<file path="config.mk">
export PLATFORM = sky130hd
export DESIGN_NAME = lc3_memory
export DESIGN_NICKNAME = d
export VERILOG_FILES = /design/src/rtl/lc3_pkg.sv /design/src/rtl/lc3_mmio_regs.sv /design/src/rtl/lc3_memory.sv
export SDC_FILE = /design/constraint.sdc
export NUM_CORES = 2
export LEC_CHECK = 0
export ABC_CLOCK_PERIOD_IN_PS = 3900
export BUFFER_PORTS_ARGS = -buffer_cell sky130_fd_sc_hd__buf_4
export CAP_MARGIN = 20
export CORE_ASPECT_RATIO = 1.5
export CORE_UTILIZATION = 25
export CTS_BUF_LIST = sky130_fd_sc_hd__clkbuf_8
export CTS_CLUSTER_DIAMETER = 60
export CTS_CLUSTER_SIZE = 28
export DETAILED_ROUTE_END_ITERATION = 12
export SLEW_MARGIN = 5
export SYNTH_ARGS = -nofsm -noshare
export SYNTH_HDL_FRONTEND = slang
export SYNTH_HIERARCHICAL = 1
export SYNTH_SLANG_ARGS = --single-unit
export TNS_END_PERCENT = 1
</file>
<file path="constraint.sdc">
create_clock -name clk -period 3.9 [get_ports clk]
set_clock_uncertainty 0.05 [all_clocks]
set_input_delay 0 -clock clk [delete_from_list [all_inputs] [get_ports clk]]
set_output_delay 0 -clock clk [all_outputs]
set_load 0.05 [all_outputs]
</file>
<file path="src/rtl/lc3_pkg.sv">
// lc3_pkg: memory FSM state type and MMIO register addresses shared by lc3_memory.
package lc3_pkg;
  typedef enum logic [1:0] {IDLE, READ_WAIT, WRITE_WAIT} memState_t;
  localparam logic [15:0] ADDR_KBSR = 16'hFE00;
  localparam logic [15:0] ADDR_KBDR = 16'hFE02;
  localparam logic [15:0] ADDR_DSR  = 16'hFE04;
  localparam logic [15:0] ADDR_DDR  = 16'hFE06;
endpackage

</file>
<file path="src/rtl/lc3_mmio_regs.sv">
// lc3_mmio_regs: keyboard/display register set, read mux and device handshakes.
module lc3_mmio_regs import lc3_pkg::*; (
  input  logic        clk,
  input  logic        reset,
  input  logic        i_rd,
  input  logic        i_wr,
  input  logic [15:0] i_addr,
  input  logic [7:0]  i_wchar,
  output logic [15:0] o_rdata,
  input  logic [7:0]  kbdChar,
  input  logic        kbdValid,
  output logic        kbdReady,
  output logic [7:0]  dispChar,
  output logic        dispValid,
  input  logic        dispReady
);
  logic       r_kbd_full, r_disp_valid;
  logic [7:0] r_kbd_data, r_disp_char;
  logic       w_kbd_load;
  assign w_kbd_load = kbdValid & ~r_kbd_full;
  always_ff @(posedge clk) begin
    if (reset) begin
      r_kbd_full   <= 1'b0;
      r_kbd_data   <= 8'h00;
      r_disp_valid <= 1'b0;
      r_disp_char  <= 8'h00;
    end else begin
      r_kbd_full <= w_kbd_load | (r_kbd_full & ~(i_rd && i_addr == ADDR_KBDR));
      if (w_kbd_load) r_kbd_data <= kbdChar;
      if (r_disp_valid) r_disp_valid <= ~dispReady;
      else if (i_wr && i_addr == ADDR_DDR) begin
        r_disp_valid <= 1'b1;
        r_disp_char  <= i_wchar;
      end
    end
  end
  always_comb
    o_rdata = i_addr == ADDR_KBSR ? {r_kbd_full, 15'b0} :
              i_addr == ADDR_KBDR ? {8'h00, r_kbd_data} :
              i_addr == ADDR_DSR  ? {~r_disp_valid, 15'b0} : {8'h00, r_disp_char};
  assign kbdReady  = ~r_kbd_full;
  assign dispValid = r_disp_valid;
  assign dispChar  = r_disp_char;
endmodule

</file>
<file path="src/rtl/lc3_memory.sv">
// lc3_memory: MAR/MDR memory responder with WAIT_STATES wait states and ready handshake.
// Define LC3_MMIO_EN to map the keyboard/display registers at x'FE00-x'FE06.
module lc3_memory import lc3_pkg::*; #(
  parameter int ADDR_WIDTH  = 8,
  parameter int WAIT_STATES = 2
) (
  input  logic        clk,
  input  logic        reset,
  input  logic        ldMAR,
  input  logic        ldMDR,
  input  logic        selMDR,
  input  logic        memWE,
  input  logic [15:0] busIn,
  output logic [15:0] mdrOut,
  output logic        memReady,
  input  logic [7:0]  kbdChar,
  input  logic        kbdValid,
  output logic        kbdReady,
  output logic [7:0]  dispChar,
  output logic        dispValid,
  input  logic        dispReady
);
  localparam bit ZW = WAIT_STATES == 0;
  memState_t   r_state;
  logic [3:0]  r_cnt;
  logic [15:0] r_mar, r_mdr, r_addr, r_wdata;
  logic [15:0] r_mem [2**ADDR_WIDTH];
  logic        w_rd_req, w_req, w_idle, w_commit_rd, w_commit_wr, w_is_mmio;
  logic [15:0] w_req_addr, w_c_addr, w_c_data, w_mmio_rdata, w_rdata;
  // With no wait states the access commits at the request edge from live MAR/MDR.
  always_comb begin
    w_rd_req    = ldMDR & selMDR;
    w_req       = w_rd_req | memWE;
    w_idle      = r_state == IDLE;
    w_req_addr  = ldMAR ? busIn : r_mar;
    w_commit_rd = ZW ? (w_idle & w_rd_req) : (r_state == READ_WAIT && r_cnt == 4'd0);
    w_commit_wr = ZW ? (w_idle & memWE & ~w_rd_req) : (r_state == WRITE_WAIT && r_cnt == 4'd0);
    w_c_addr    = ZW ? w_req_addr : r_addr;
    w_c_data    = ZW ? r_mdr : r_wdata;
    w_rdata     = w_is_mmio ? w_mmio_rdata : r_mem[w_c_addr[ADDR_WIDTH-1:0]];
  end
  always_ff @(posedge clk) begin
    if (reset) begin
      r_state <= IDLE;
      r_cnt   <= 4'd0;
      r_mar   <= 16'h0000;
      r_mdr   <= 16'h0000;
      r_addr  <= 16'h0000;
      r_wdata <= 16'h0000;
    end else begin
      if (ldMAR) r_mar <= busIn;
      if (w_commit_rd) r_mdr <= w_rdata;
      else if (ldMDR & ~selMDR) r_mdr <= busIn;
      if (w_idle) begin
        if (w_req && !ZW) begin
          r_addr  <= w_req_addr;
          r_wdata <= r_mdr;
          r_cnt   <= 4'(WAIT_STATES - 1);
          r_state <= w_rd_req ? READ_WAIT : WRITE_WAIT;
        end
      end else if (r_cnt == 4'd0) r_state <= IDLE;
      else r_cnt <= r_cnt - 4'd1;
    end
  end
  always_ff @(posedge clk)
    if (w_commit_wr & ~w_is_mmio & ~reset) r_mem[w_c_addr[ADDR_WIDTH-1:0]] <= w_c_data;
  assign mdrOut   = r_mdr;
  assign memReady = w_idle;
`ifdef LC3_MMIO_EN
  assign w_is_mmio = (w_c_addr & 16'hFFF9) == ADDR_KBSR;
  lc3_mmio_regs u_mmio (
    .clk, .reset,
    .i_rd(w_commit_rd), .i_wr(w_commit_wr), .i_addr(w_c_addr), .i_wchar(w_c_data[7:0]),
    .o_rdata(w_mmio_rdata),
    .kbdChar, .kbdValid, .kbdReady, .dispChar, .dispValid, .dispReady
  );
`else
  logic w_unused;
  assign w_is_mmio    = 1'b0;
  assign w_mmio_rdata = 16'h0000;
  assign kbdReady     = 1'b0;
  assign dispValid    = 1'b0;
  assign dispChar     = 8'h00;
  assign w_unused     = ^{kbdChar, kbdValid, dispReady, w_c_addr};
`endif
endmodule

</file>
==> impl_metrics.env <==
export IMPL_outcome="finished, violations left"
export IMPL_violations="setup timing"
export IMPL_cp_slowest_cell="and2_1"
export IMPL_track_usage_pct=13.5
export IMPL_synth_distinct_cells=67
export IMPL_crit_fanout=30
export IMPL_insertion_delay_ps=1170
export IMPL_place_congestion=0.923
export IMPL_start_util_pct=25.1
export IMPL_max_freq_mhz=249
export IMPL_ant_nets=0
export IMPL_coreArea_mm2=0.638
export IMPL_cp_data_arrival_time_ps=5070
export IMPL_netlist_area_mm2=0.160
export IMPL_period_share_pct=103
export IMPL_cts_sinks=4158
export IMPL_cp_endpoint="mdrOut[4]"
export IMPL_worst_hold_slack_ps=132
export IMPL_vias=77300
export IMPL_gr_total_overflow=0
export IMPL_cts_buffers=178
export IMPL_grt_pass1_vias=78300
export IMPL_hold_violations=0
export IMPL_vias_per_cell=4.69
export IMPL_cts_setup_buffers=0
export IMPL_cts_clk_slew_worst_paths_ps=190
export IMPL_reg2reg_slack_ps=-120
export IMPL_setup_viol=3
export IMPL_synthFlopType="edfxtp_1"
export IMPL_rows=359
export IMPL_worstMarginPinSlew_ps=1360
export IMPL_end_kind="flip-flop"
export IMPL_power_density_mw_per_mm2=449
export IMPL_io_buffers=38
export IMPL_htree_levels=4
export IMPL_ys_warnings_count=6
export IMPL_drc=0
export IMPL_holdCritPathClass="input port to flip-flop"
export IMPL_ios=59
export IMPL_cap_violations=0
export IMPL_vdd_drop_max_v=0.000336
export IMPL_p_leak_nw=54.0
export IMPL_wl_per_cell_um=27.3
export IMPL_p_total_mw=80.7
export IMPL_worstPathCellList="buf_4 -> buf_12 -> and2_1 -> a211oi_1 -> o211ai_1 -> a311oi_1 -> a211o_1"
export IMPL_clk_path_buf_depth=4
export IMPL_async_flop_share_pct=0
export IMPL_slew_viol_final=0
export IMPL_setup_tns_ps=-324
export IMPL_yosysTopAreaCellShare_pct=76.7
export IMPL_fin_nets=7953
export IMPL_min_period_ps=4020
export IMPL_clockRootBuffer="clkbuf_8"
export IMPL_grt_pass1_wl_um=623000
export IMPL_worst_slack_ps=-122
export IMPL_synth_seq_area_share_pct=77.5
export IMPL_antenna_found_initial=22
export IMPL_r2r_end="mdrOut[4]"
export IMPL_die_h_um=983
export IMPL_critPathKind="flip-flop to flip-flop"
export IMPL_r2r_cells=7
export IMPL_drtIter0Drc=8353
export IMPL_postRouteWirelength_um=451000
export IMPL_die_x_um=656
export IMPL_relSlewSlack_pct=9.11
export IMPL_start_kind="flip-flop"
export IMPL_grt_max_degree=177
export IMPL_ys_seq_elements=4158
export IMPL_synthCells=7328
export IMPL_firstDrtPassIters=8
export IMPL_drive_gt1_share_pct=27.0
export IMPL_post_place_ws_ps=-127
export IMPL_avgSynthCellArea_um2=21.9
export IMPL_cp_required_ps=4940
export IMPL_synthTopCellsByArea="edfxtp_1 77%, mux4_2 14%, mux2i_1 2.3%"
export IMPL_cp_slowest_stage_delay_ps=1020
export IMPL_syn_to_final_growth_pct=12.1
export IMPL_cts_tree="done"
export IMPL_synth_edf_count=4096
export IMPL_dp_hpwl_um=290000
export IMPL_netlist_top_cell_by_area="edfxtp_1"
export IMPL_dieArea_mm2=0.645
==> flip-flops by register name, summed over array words and instances (netlist names), named ones only <==
signal   count
mdrOut      16
r_addr       8
r_cnt        4
r_mar        8
r_mem     4096
r_state      2
r_wdata     16
==> cells in the mapped netlist (all sizes together) (9+ instances only) <==
cell type  instances
buf              280
edfxtp          4096
clkbuf           162
dfxtp             62
mux4             981
a211o             14
o221ai            65
nand2b            21
nor3              56
o2111ai           13
a2111oi           15
nand3             30
a31oi             13
mux2i            366
o21ai             38
and2              24
a211oi            63
a21oi            143
nor4              10
o22ai            109
nor2             344
a22oi             34
o211ai            32
mux2              36
nand4              9
nand2            166
nor2b             32
o22a              12
==> metrics by stage <==
| step | area (um^2) | std cells | utilization (%) |
|---|---|---|---|
| global route | 180000 | 16500 | 28.2 |
| CTS | 180000 | 16400 | 28.2 |
| finish | 180000 | 16500 | 28.2 |
| detailed placement | 176000 | 16200 | 27.6 |
| floorplan | 160000 | 7337 | - |
| global placement | 176000 | 16200 | 27.6 |
==> kinds of logic (layout without fill, tap and decap cells) <==
kind of cell	count (synthesis)	count (layout)	synth area share, %
flip-flops	4158	4158	77.5
multiplexers	1383	1383	16.3
AND/OR/NAND/NOR	739	739	2.05
AO/OA/AOI/OAI	596	596	2.54
buffers and inverters	448	1060	1.57
XOR/XNOR	2	2	0.0109
adder cells (fa/ha/maj)	1	1	0.00780
other	1	56	0.00234
==> final cells by class <==
| type | instances | area, um^2 |
|---|---|---|
| clock buffer | 181 | 2490 |
| inverter | 6 | 35.0 |
| sequential | 4158 | 124000 |
| clock inverter | 28 | 255 |
| timing repair buffer | 845 | 7950 |
| antenna | 46 | 115 |
| multi-input combinational | 2731 | 33900 |
| tap | 8483 | 10600 |
| fill | 62600 | 458000 |
==> routing by layer <==
layer	vias to the layer above	GRT usage, %	wire [um]
met1	42100	15.0	158000
li1	31700	-	-
met4	6	7.97	29900
met3	735	1.55	24700
met2	2797	24.7	238000
met5	-	0	35
==> worst min path at each step <==
stage,from,endpoint,slack (ps),cells past startpoint
after floorplan,busIn[9],mdrOut[9],110,2
after global placement,busIn[9],mdrOut[9],220,3
after detailed placement,busIn[9],mdrOut[9],220,3
after CTS,busIn[10],mdrOut[10],10,6
after global routing,busIn[11],mdrOut[11],120,6
final,busIn[7],mdrOut[7],130,6
==> critical path: cells and delay by family, from the launching register on <==
family                 cells  cell delay, ps
buffers and inverters      2             530
AOI/OAI and AO/OA          4            1620
and+or+nand+nor            1            1020
DFF                        1             660
==> cell usage in the layout, fill, tap and decap left out, drive strengths merged, types with 38 or more instances in the layout <==
cell type / netlist / final
buf: 280 / 789
mux4: 981 / 981
edfxtp: 4096 / 4096
mux2i: 366 / 366
dfxtp: 62 / 62
o21ai: 38 / 38
diode: 0 / 46
nor2: 344 / 344
a211oi: 63 / 63
clkbuf: 162 / 181
o221ai: 65 / 65
dlygate4sd3: 0 / 56
nand2: 166 / 166
o22ai: 109 / 109
nor3: 56 / 56
a21oi: 143 / 143
==> timing repair <==
item	4_1_cts	5_1_grt
setup endpoints to repair	3	1
hold buffers	56	0
resized for setup	3	1
endpoints found under the hold margin	408	0
==> report_power, final <==
| group | internal (mW) | switching (mW) | leakage (nW) |
|---|---|---|---|
| clock network | 4.42 | 12.8 | 1.46 |
| registers | 49.5 | 0.501 | 38.7 |
| logic | 5.17 | 8.27 | 13.8 |
Power figures use the tool's default switching activity.
